**src/rtl/mem_arb_pkg.sv**
```systemverilog
// Shared types for the memory-port arbiter: owner tags, FSM states, counter widths.
package mem_arb_pkg;

  localparam int unsigned PERF_CNT_W = 16;
  localparam int unsigned STARVE_W   = 3;

  typedef enum logic [1:0] {
    OWN_NONE = 2'd0,
    OWN_IF   = 2'd1,
    OWN_D    = 2'd2
  } owner_t;

  typedef enum logic [1:0] {
    S_HOLD     = 2'd0,
    S_RUN      = 2'd1,
    S_FORCE_IF = 2'd2
  } arb_state_t;

endpackage

```
**src/rtl/mem_arb_tag_pipe.sv**
```systemverilog
// RD_LAT-deep delay line of read-owner tags; exposes the tag entering the
// return stage (for data capture) and the tag sitting in it (for rvalid).
module mem_arb_tag_pipe
  import mem_arb_pkg::*;
#(
  parameter int unsigned RD_LAT = 2
) (
  input  logic   clk,
  input  logic   rst_n,
  input  owner_t tag_i,
  output owner_t tag_pre_o,
  output owner_t tag_ret_o
);

  owner_t stage_q [RD_LAT];

  always_ff @(posedge clk or negedge rst_n) begin
    if (!rst_n) begin
      for (int unsigned i = 0; i < RD_LAT; i++) stage_q[i] <= OWN_NONE;
    end else begin
      stage_q[0] <= tag_i;
      for (int unsigned i = 1; i < RD_LAT; i++) stage_q[i] <= stage_q[i-1];
    end
  end

  assign tag_ret_o = stage_q[RD_LAT-1];

  if (RD_LAT == 1) begin : g_lat1
    assign tag_pre_o = tag_i;
  end else begin : g_latn
    assign tag_pre_o = stage_q[RD_LAT-2];
  end

endmodule

```
**src/rtl/mem_port_arbiter.sv**
```systemverilog
// Single-port RAM arbiter between fetch and data requesters, data-priority with
// fetch starvation guard. Optional perf counters: define MEM_ARB_PERF_EN.
module mem_port_arbiter
  import mem_arb_pkg::*;
#(
  parameter int unsigned ADDR_W     = 8,
  parameter int unsigned DATA_W     = 32,
  parameter int unsigned RD_LAT     = 2,
  parameter int unsigned MAX_STARVE = 4
) (
  input  logic                  clk,
  input  logic                  rst_n,
  input  logic                  if_req,
  input  logic [ADDR_W-1:0]     if_addr,
  output logic                  if_gnt,
  output logic                  if_stall,
  output logic                  if_rvalid,
  output logic [DATA_W-1:0]     if_rdata,
  input  logic                  d_req,
  input  logic                  d_we,
  input  logic [ADDR_W-1:0]     d_addr,
  input  logic [DATA_W-1:0]     d_wdata,
  output logic                  d_gnt,
  output logic                  d_stall,
  output logic                  d_rvalid,
  output logic [DATA_W-1:0]     d_rdata,
  output logic [ADDR_W-1:0]     ram_addr,
  output logic [DATA_W-1:0]     ram_wdata,
  output logic                  ram_wren,
  input  logic [DATA_W-1:0]     ram_rdata,
  output logic [PERF_CNT_W-1:0] perf_if_stall_cnt,
  output logic [PERF_CNT_W-1:0] perf_conflict_cnt
);

  arb_state_t            state_q, state_d;
  logic [STARVE_W-1:0]   starve_q, starve_d;
  owner_t                tag_in, tag_pre, tag_ret;
  logic [DATA_W-1:0]     if_rdata_q, d_rdata_q;

  always_ff @(posedge clk or negedge rst_n) begin
    if (!rst_n) begin
      state_q  <= S_HOLD;
      starve_q <= '0;
    end else begin
      state_q  <= state_d;
      starve_q <= starve_d;
    end
  end

  // Grant selection, starvation tracking and RAM mux.
  always_comb begin
    state_d   = state_q;
    starve_d  = starve_q;
    if_gnt    = 1'b0;
    d_gnt     = 1'b0;
    if_stall  = 1'b0;
    d_stall   = 1'b0;
    tag_in    = OWN_NONE;
    ram_addr  = '0;
    ram_wdata = '0;
    ram_wren  = 1'b0;

    case (state_q)
      S_HOLD: begin
        state_d = S_RUN;
      end
      S_RUN: begin
        d_gnt    = d_req;
        if_gnt   = if_req & ~d_req;
        if_stall = if_req & ~if_gnt;
        if (!if_req || if_gnt) begin
          starve_d = '0;
        end else if (d_gnt && (starve_q < STARVE_W'(MAX_STARVE))) begin
          starve_d = starve_q + 1'b1;
        end
        if (if_req && (starve_d == STARVE_W'(MAX_STARVE))) state_d = S_FORCE_IF;
      end
      S_FORCE_IF: begin
        if_gnt   = if_req;
        d_stall  = d_req;
        starve_d = '0;
        state_d  = S_RUN;
      end
      default: begin
        state_d = S_HOLD;
      end
    endcase

    if (d_gnt) begin
      ram_addr  = d_addr;
      ram_wdata = d_wdata;
      ram_wren  = d_we;
      tag_in    = d_we ? OWN_NONE : OWN_D;
    end else if (if_gnt) begin
      ram_addr  = if_addr;
      tag_in    = OWN_IF;
    end
  end

  mem_arb_tag_pipe #(
    .RD_LAT (RD_LAT)
  ) u_tag_pipe (
    .clk       (clk),
    .rst_n     (rst_n),
    .tag_i     (tag_in),
    .tag_pre_o (tag_pre),
    .tag_ret_o (tag_ret)
  );

  // Capture read data on the edge the owning tag enters the return stage.
  always_ff @(posedge clk or negedge rst_n) begin
    if (!rst_n) begin
      if_rdata_q <= '0;
      d_rdata_q  <= '0;
    end else begin
      if (tag_pre == OWN_IF) if_rdata_q <= ram_rdata;
      if (tag_pre == OWN_D)  d_rdata_q  <= ram_rdata;
    end
  end

  assign if_rvalid = (tag_ret == OWN_IF);
  assign d_rvalid  = (tag_ret == OWN_D);
  assign if_rdata  = if_rdata_q;
  assign d_rdata   = d_rdata_q;

`ifdef MEM_ARB_PERF_EN
  logic [PERF_CNT_W-1:0] stall_cnt_q, conflict_cnt_q;

  always_ff @(posedge clk or negedge rst_n) begin
    if (!rst_n) begin
      stall_cnt_q    <= '0;
      conflict_cnt_q <= '0;
    end else begin
      if (if_stall && (stall_cnt_q != '1))         stall_cnt_q    <= stall_cnt_q + 1'b1;
      if (if_req && d_req && (conflict_cnt_q != '1)) conflict_cnt_q <= conflict_cnt_q + 1'b1;
    end
  end

  assign perf_if_stall_cnt = stall_cnt_q;
  assign perf_conflict_cnt = conflict_cnt_q;
`else
  assign perf_if_stall_cnt = '0;
  assign perf_conflict_cnt = '0;
`endif

endmodule

```
**config.mk**
```make
export PLATFORM = sky130hd
export DESIGN_NAME = mem_port_arbiter
export DESIGN_NICKNAME = d
export VERILOG_FILES = /design/src/rtl/mem_arb_pkg.sv /design/src/rtl/mem_arb_tag_pipe.sv /design/src/rtl/mem_port_arbiter.sv
export SDC_FILE = /design/constraint.sdc
export NUM_CORES = 1
export LEC_CHECK = 0
export ABC_AREA = 1
export BUFFER_PORTS_ARGS = -buffer_cell sky130_fd_sc_hd__clkbuf_2
export CELL_PAD_IN_SITES_DETAIL_PLACEMENT = 1
export CELL_PAD_IN_SITES_GLOBAL_PLACEMENT = 1
export CORE_MARGIN = 2
export CORE_UTILIZATION = 27
export CTS_BUF_LIST = sky130_fd_sc_hd__clkbuf_4 sky130_fd_sc_hd__clkbuf_8
export CTS_CLUSTER_SIZE = 14
export DETAILED_ROUTE_END_ITERATION = 10
export PLACE_DENSITY = 0.9
export SLEW_MARGIN = 0
export SYNTH_ARGS = -nofsm -noshare
export SYNTH_HDL_FRONTEND = slang
export SYNTH_SLANG_ARGS = --single-unit
```
**constraint.sdc**
```tcl
create_clock -name clk -period 1.3 [get_ports clk]
set_clock_uncertainty 0.15 [all_clocks]
set_input_delay 0.13 -clock clk [delete_from_list [all_inputs] [get_ports clk]]
set_output_delay 0.13 -clock clk [all_outputs]
set_load 0.05 [all_outputs]
```
# After elaboration in Yosys (flattened, before gate mapping)
# Index checks and enable logic that the tools add are counted.
# word_totals
regBits	73
inputBits	85
output_inout_bits	143
word_cells	44
# classes
n_addsub	1
order_cmp	1
eq_ne	8
muxes	17
n_bitwise	4
n_reduce_logical	7
# ops
operator	count
32-bit two-way mux	1
8-bit two-way mux	2
3-bit two-way mux	3
2-bit by 1-bit equality test with 1-bit output, second input constant	3
2-bit equality test, second input constant	3
2-bit two-way mux	3
3-bit one-hot mux with 2 select lines	1
1-bit two-way mux	5
2-bit one-hot mux with 2 select lines	1
3-bit by 1-bit adder with 3-bit output, second input constant	1
3-bit equality test, second input constant	1
3-bit < comparator, second input constant	1
1-bit bitwise AND	2
1-bit logical AND	2
2-bit logical NOT	1
2-bit != test, second input constant	1
1-bit NOT	2
1-bit one-hot mux with 2 select lines	1
2-bit nonzero test	1
2-bit OR reduction	1
1-bit logical NOT	1
1-bit logical OR	1

# Longest topological paths before layout
# logic_depth
word_depth	9
mapped_depth	9
mapped_depth_nobuf	9

# Cells and area by module
# From an unflattened synthesis, not the netlist that was laid out.
# hier_totals
cells_unflattened	431
area_unflattened_um2	3629.7
# modules_own_cells
module	n_inst	cells_per_inst	area_each_um2	seq_area_each_um2
mem_port_arbiter	1	427	3529.6	1726.7
mem_arb_tag_pipe	1	4	100.1	100.1

# Worst setup path after synthesis
# Ideal clock, no wire load.
# synth_timing
path_kind	register to output
start	register state_q[0]
end	output ram_addr[0]
arrival_ps	1992
t_required_ps	1020
slack_ps	-972
path_stages_with_launch	9
n_path_buf	0
path_cell_list	dfrtp_1 -> inv_1 -> ha_1 -> nand2_1 -> a21oi_2 -> nand2_1 -> inv_2 -> nand2_1 -> nand2_1
# synth_between
elab_chain_len	4
word_cells_on_any_way	6
classes_between	eq/ne: 2; mux: 4
# synth_rtl
item	line	text
start, declared	mem_port_arbiter.sv:35	arb_state_t state_q, state_d;
start signal, assigned	mem_port_arbiter.sv:45	state_q <= state_d;
2-bit equality test or 2-bit by 1-bit equality test with 1-bit output (tied branches)	mem_port_arbiter.sv:63	case (state_q)
1-bit one-hot mux with 2 select lines (*)	mem_port_arbiter.sv:63	
named net if_gnt	mem_port_arbiter.sv:15	output logic if_gnt,
8-bit two-way mux (*)	mem_port_arbiter.sv:94	end else if (if_gnt) begin
8-bit two-way mux (*)	mem_port_arbiter.sv:89	if (d_gnt) begin
end, declared	mem_port_arbiter.sv:27	output logic [ADDR_W-1:0] ram_addr,
# Mark *: on every way through the listed nets, which the timed path passes. The rest lies on a longest branch.

# Worst setup path after layout
# layout_timing
start	register state_q[0]
end	output ram_addr[6]
# layout_between
elab_chain_len	4
word_cells_on_any_way	6
classes_between	eq/ne: 2; mux: 4
# layout_rtl
item	line
2-bit equality test or 2-bit by 1-bit equality test with 1-bit output (tied branches)	mem_port_arbiter.sv:63
1-bit one-hot mux with 2 select lines	mem_port_arbiter.sv:63
8-bit two-way mux	mem_port_arbiter.sv:94
8-bit two-way mux (*)	mem_port_arbiter.sv:89
# Mark *: on every way between the ends. The rest lies on a longest branch, timed or not.

==> key figures <==
Setup path
  • Critical path, cell by cell: inv_2 -> ha_4 -> nand2_4 -> a21oi_4 -> nand2_4 -> clkinv_8 -> nand2_4 -> nand2_4 -> clkbuf_16
  • CP Data Required Time: approximately 1 ns
  • Slowest stage delay, CP: 0.41 ns
  • WS Path Type: register to primary output
  • Endpoint type of the worst setup path: primary output
  • Worst Setup SP: state_q[0]
  • Critical Path Fanout Max: 5
  • Slack of the worst reg-to-reg path: -0.46 ns
  • End of the critical path: ram_addr[6]
  • Reg-to-reg critical path endpoint: u_tag_pipe.tag_pre_o[0]
  • Kind of launch point of the worst setup path: register
  • Crit path top cell by count: sky130_fd_sc_hd__nand2_4
  • Launch point of the worst reg-to-reg path: state_q[1]
  • Data arrival at the endpoint of the critical path: between 1.5 and 2 ns
  • FF-to-FF path depth: 9
  • Slowest CP cell: sky130_fd_sc_hd__dfrtp_2

Final layout
  • Fraction of final layout cells with drive strength greater than 1: between 50% and 60%
  • Share of the core filled with cells in the final layout: approximately 56%
  • Leading cell type in the layout, fill and taps excluded: sky130_fd_sc_hd__clkbuf_2
  • Count of nets after finishing: 803
  • Design area: between 7000 and 8000 sq um
  • Area growth from synthesis to layout: 105%
  • Antenna fix cells: 0
  • Commonest non-fill, non-tap cells in the layout: sky130_fd_sc_hd__clkbuf_2, sky130_fd_sc_hd__inv_1, sky130_fd_sc_hd__dfrtp_1

Place
  • Port buffer count: just under 200
  • DP HPWL: between 9 and 10 mm
  • Cell Area, Placed: 5510 sq um
  • Weighted congestion at the end of routability-driven global placement: roughly 0.84

Floorplanning
  • Overall die width: 120 um
  • Chip Height: between 100 and 150 um
  • Cell Rows: 42
  • Initial Utilization: between 20% and 30%
  • Top-Level Pins: about 230
  • Die area: roughly 14,000 sq um
  • Core region area: between 10,000 and 15,000 sq um

Clocking
  • Worst-case clock buffer depth: 2
  • H-tree levels: 3
  • Number of clock buffers inserted by TritonCTS: 9
  • Master cell of the clock root buffer: sky130_fd_sc_hd__clkbuf_8
  • Clock input transition at the sequential cells of the worst setup and hold paths: ~0.09 ns
  • Clock tree from TritonCTS: yes
  • Clock insertion delay at the later pin of the skew report: roughly 0.36 ns
  • Clock tree sinks: 73

Timing
  • Setup TNS: -37.24 ns
  • Setup repair after global routing missed its margin: true
  • Number of hold-slack violations in the final timing report: 0
  • Total setup violations reported at the end of the flow: slightly below 90
  • Final critical path time including I/O delays and setup: about 2.1 ns
  • Final clock period utilization by the worst path: 164%
  • FMAX: about 470 MHz
  • Post-route worst setup slack: -0.832 ns
  • Worst hold slack: around 0.054 ns
  • Number of max-slew violations in the final report: 0

Worst hold path
  • Worst Hold Class: primary input to asynchronous set/reset pin

Synth
  • Cell types with the largest area share after synthesis: sky130_fd_sc_hd__dfrtp_1, sky130_fd_sc_hd__nand2_1, sky130_fd_sc_hd__inv_1
  • Main combinational cell family by area after synthesis: buffers and inverters
  • Mapped cell area: 3630 sq um
  • Post-synth EDFFs: 0
  • Post-Synth Adder-Cell Area: approximately 2.1%
  • Syn. warnings: 0
  • Distinct cells, synth: 21
  • Synth Area in Compound Gates: 13.0%
  • Mean post-synth cell area: between 8 and 9 sq um
  • Xor and xnor fraction of the mapped netlist area: 0%
  • Seq/Total Area, Yosys: around half
  • Async set-reset flop share out of synthesis: 100%
  • Cells after synthesis: 431
  • Top cell type's share of synthesized area: around 50%
  • Flops & latches, synth: 73
  • Post-synthesis mux area share: 0%
  • Synthesized-area fraction occupied by and/or/nand/nor cells: between 10% and 20%
  • Dominant cell type by area after synthesis: sky130_fd_sc_hd__dfrtp_1
  • Synth Flop Type: sky130_fd_sc_hd__dfrtp_1

Job
  • Count of maximum capacitance violations: 0

Routing
  • Drt first-iter violations: 120
  • Post-DR wirelength/cell: ~20 um
  • Count of nets left with antenna violations after detail routing: 0
  • Via count: between 3,000 and 4,000
  • Vias per cell: around 4.5
  • Routed Wire Length: approximately 17 mm
  • DR DRC count: 0
  • DRT Pass-1 Iters: 7

Power
  • LEAKAGE: approximately 3.9 nW
  • Worst VDD drop: roughly 0.0013 V
  • Cell-internal power: between 8 and 9 mW
  • Switch share: a little over half
  • Psw: roughly 10 mW
  • Clock power share: 8.9%
  • Fraction of power consumed by sequential logic: 22.6%
  • Cell area power density: roughly 2500 nW/um^2
  • Relative contribution of combinational cells to total power: ~70%

Run status
  • Violated checks: setup timing
  • Status: finished with violations

Global routing
  • Total routing resource utilization after global routing: 21.3%
  • GRT overflow: 0
  • Global-route wire length before repair: 23.4 mm
  • Via count of the first global-routing pass: approximately 4,400
  • Initial antenna violation count: 0
  • Pin count of the biggest net entering global routing: 37
==> power groups by stage <==
stage / registers [mW] / logic (mW) / clock network, mW
after global routing: 4.33 / 13.4 / 1.79
after CTS: 4.01 / 11.3 / 1.69
final: 4.23 / 12.8 / 1.66
after detailed placement: 4.02 / 9.77 / 0
after global placement: 3.95 / 9.52 / 0
after floorplan: 7.45 / 3.68 / 0
==> synth_stat cells, types with 2 or more instances <==
library cell / instances
sky130_fd_sc_hd__nand2_1: 108
sky130_fd_sc_hd__dfrtp_1: 73
sky130_fd_sc_hd__clkbuf_1: 3
sky130_fd_sc_hd__o21ai_2: 32
sky130_fd_sc_hd__o22ai_1: 3
sky130_fd_sc_hd__nand3_1: 2
sky130_fd_sc_hd__inv_1: 79
sky130_fd_sc_hd__buf_6: 7
sky130_fd_sc_hd__o21ai_0: 32
sky130_fd_sc_hd__buf_2: 6
sky130_fd_sc_hd__ha_1: 6
sky130_fd_sc_hd__buf_4: 32
sky130_fd_sc_hd__nor2_1: 40
==> flip-flops by register name (all words and copies together) (netlist names) <==
register / flops
u_tag_pipe.tag_ret_o: 2
if_rdata: 32
d_rdata: 32
starve_q: 3
u_tag_pipe.tag_pre_o: 2
state_q: 2
==> worst max-delay path, delay by kind of cell (launching register included) <==
kind / cells / cell delay, ns
adder cells (fa/ha/maj): 1 / 0.29
flip-flops: 1 / 0.41
AO/OA/AOI/OAI: 1 / 0.16
buffers and inverters: 3 / 0.32
AND/OR/NAND/NOR: 4 / 0.29
==> through the flow <==
| stage | std cells | setup slack, ns | power (mW) |
|---|---|---|---|
| finish | 893 | -0.832 | 18.7 |
| global route | 893 | -0.883 | 19.5 |
| CTS | 870 | -0.791 | 17.0 |
| detailed placement | 808 | -0.535 | 13.8 |
| global placement | 808 | -0.471 | 13.5 |
| floorplan | 462 | -0.575 | 11.1 |
==> worst min path at each step <==
| stage | startpoint | to | slack [ns] | cells past startpoint |
|---|---|---|---|---|
| finish | rst_n | d_rdata[31] | 0.05 | 2 |
| global route | rst_n | d_rdata[7] | 0.08 | 2 |
| CTS | rst_n | d_rdata[5] | 0.04 | 2 |
| detailed placement | rst_n | d_rdata[29] | -0.10 | 1 |
| global placement | rst_n | if_rdata[29] | -0.09 | 1 |
| floorplan | rst_n | d_rdata[0] | -0.32 | 0 |
==> per-layer routing <==
| metal | part of all wire (%) | vias to the layer above | wire length (um) | track usage, % |
|---|---|---|---|---|
| met1 | 33 | 1975 | 5740 | 19.8 |
| li1 | - | 1795 | - | - |
| met3 | 5.7 | 34 | 992 | 5.75 |
| met4 | 2.6 | 0 | 458 | 7.50 |
| met5 | 0 | - | 0 | 0 |
| met2 | 59 | 177 | 10300 | 43.3 |
==> cell type report <==
type	count	area, sq um
Tap cell	176	220
Sequential cell	73	1830
Multi-Input combinational cell	261	1930
Inverter	81	329
Timing Repair inverter	1	6.26
Timing Repair Buffer	285	2960
Clock inverter	6	43.8
Clock buffer	10	131
Fill cell	1455	5740
==> logic make-up (layout without fill, tap and decap cells) <==
logic type	count (synthesis)	count (layout)
buffers and inverters	129	383
other	1	32
adder cells (fa/ha/maj)	6	6
AND/OR/NAND/NOR	153	154
AO/OA/AOI/OAI	69	69
flip-flops	73	73
==> what timing repair did <==
item / in CTS / in global routing
gates resized for setup: 154 / 174
hold buffers: 34 / 0
pin swaps: 16 / 12
endpoints found under the setup margin: 97 / 139
endpoints found under the hold margin: 138 / 0
cloned: 6 / 13
buffers inserted: 6 / 14
No activity file was read; power rests on OpenSTA's default activity.
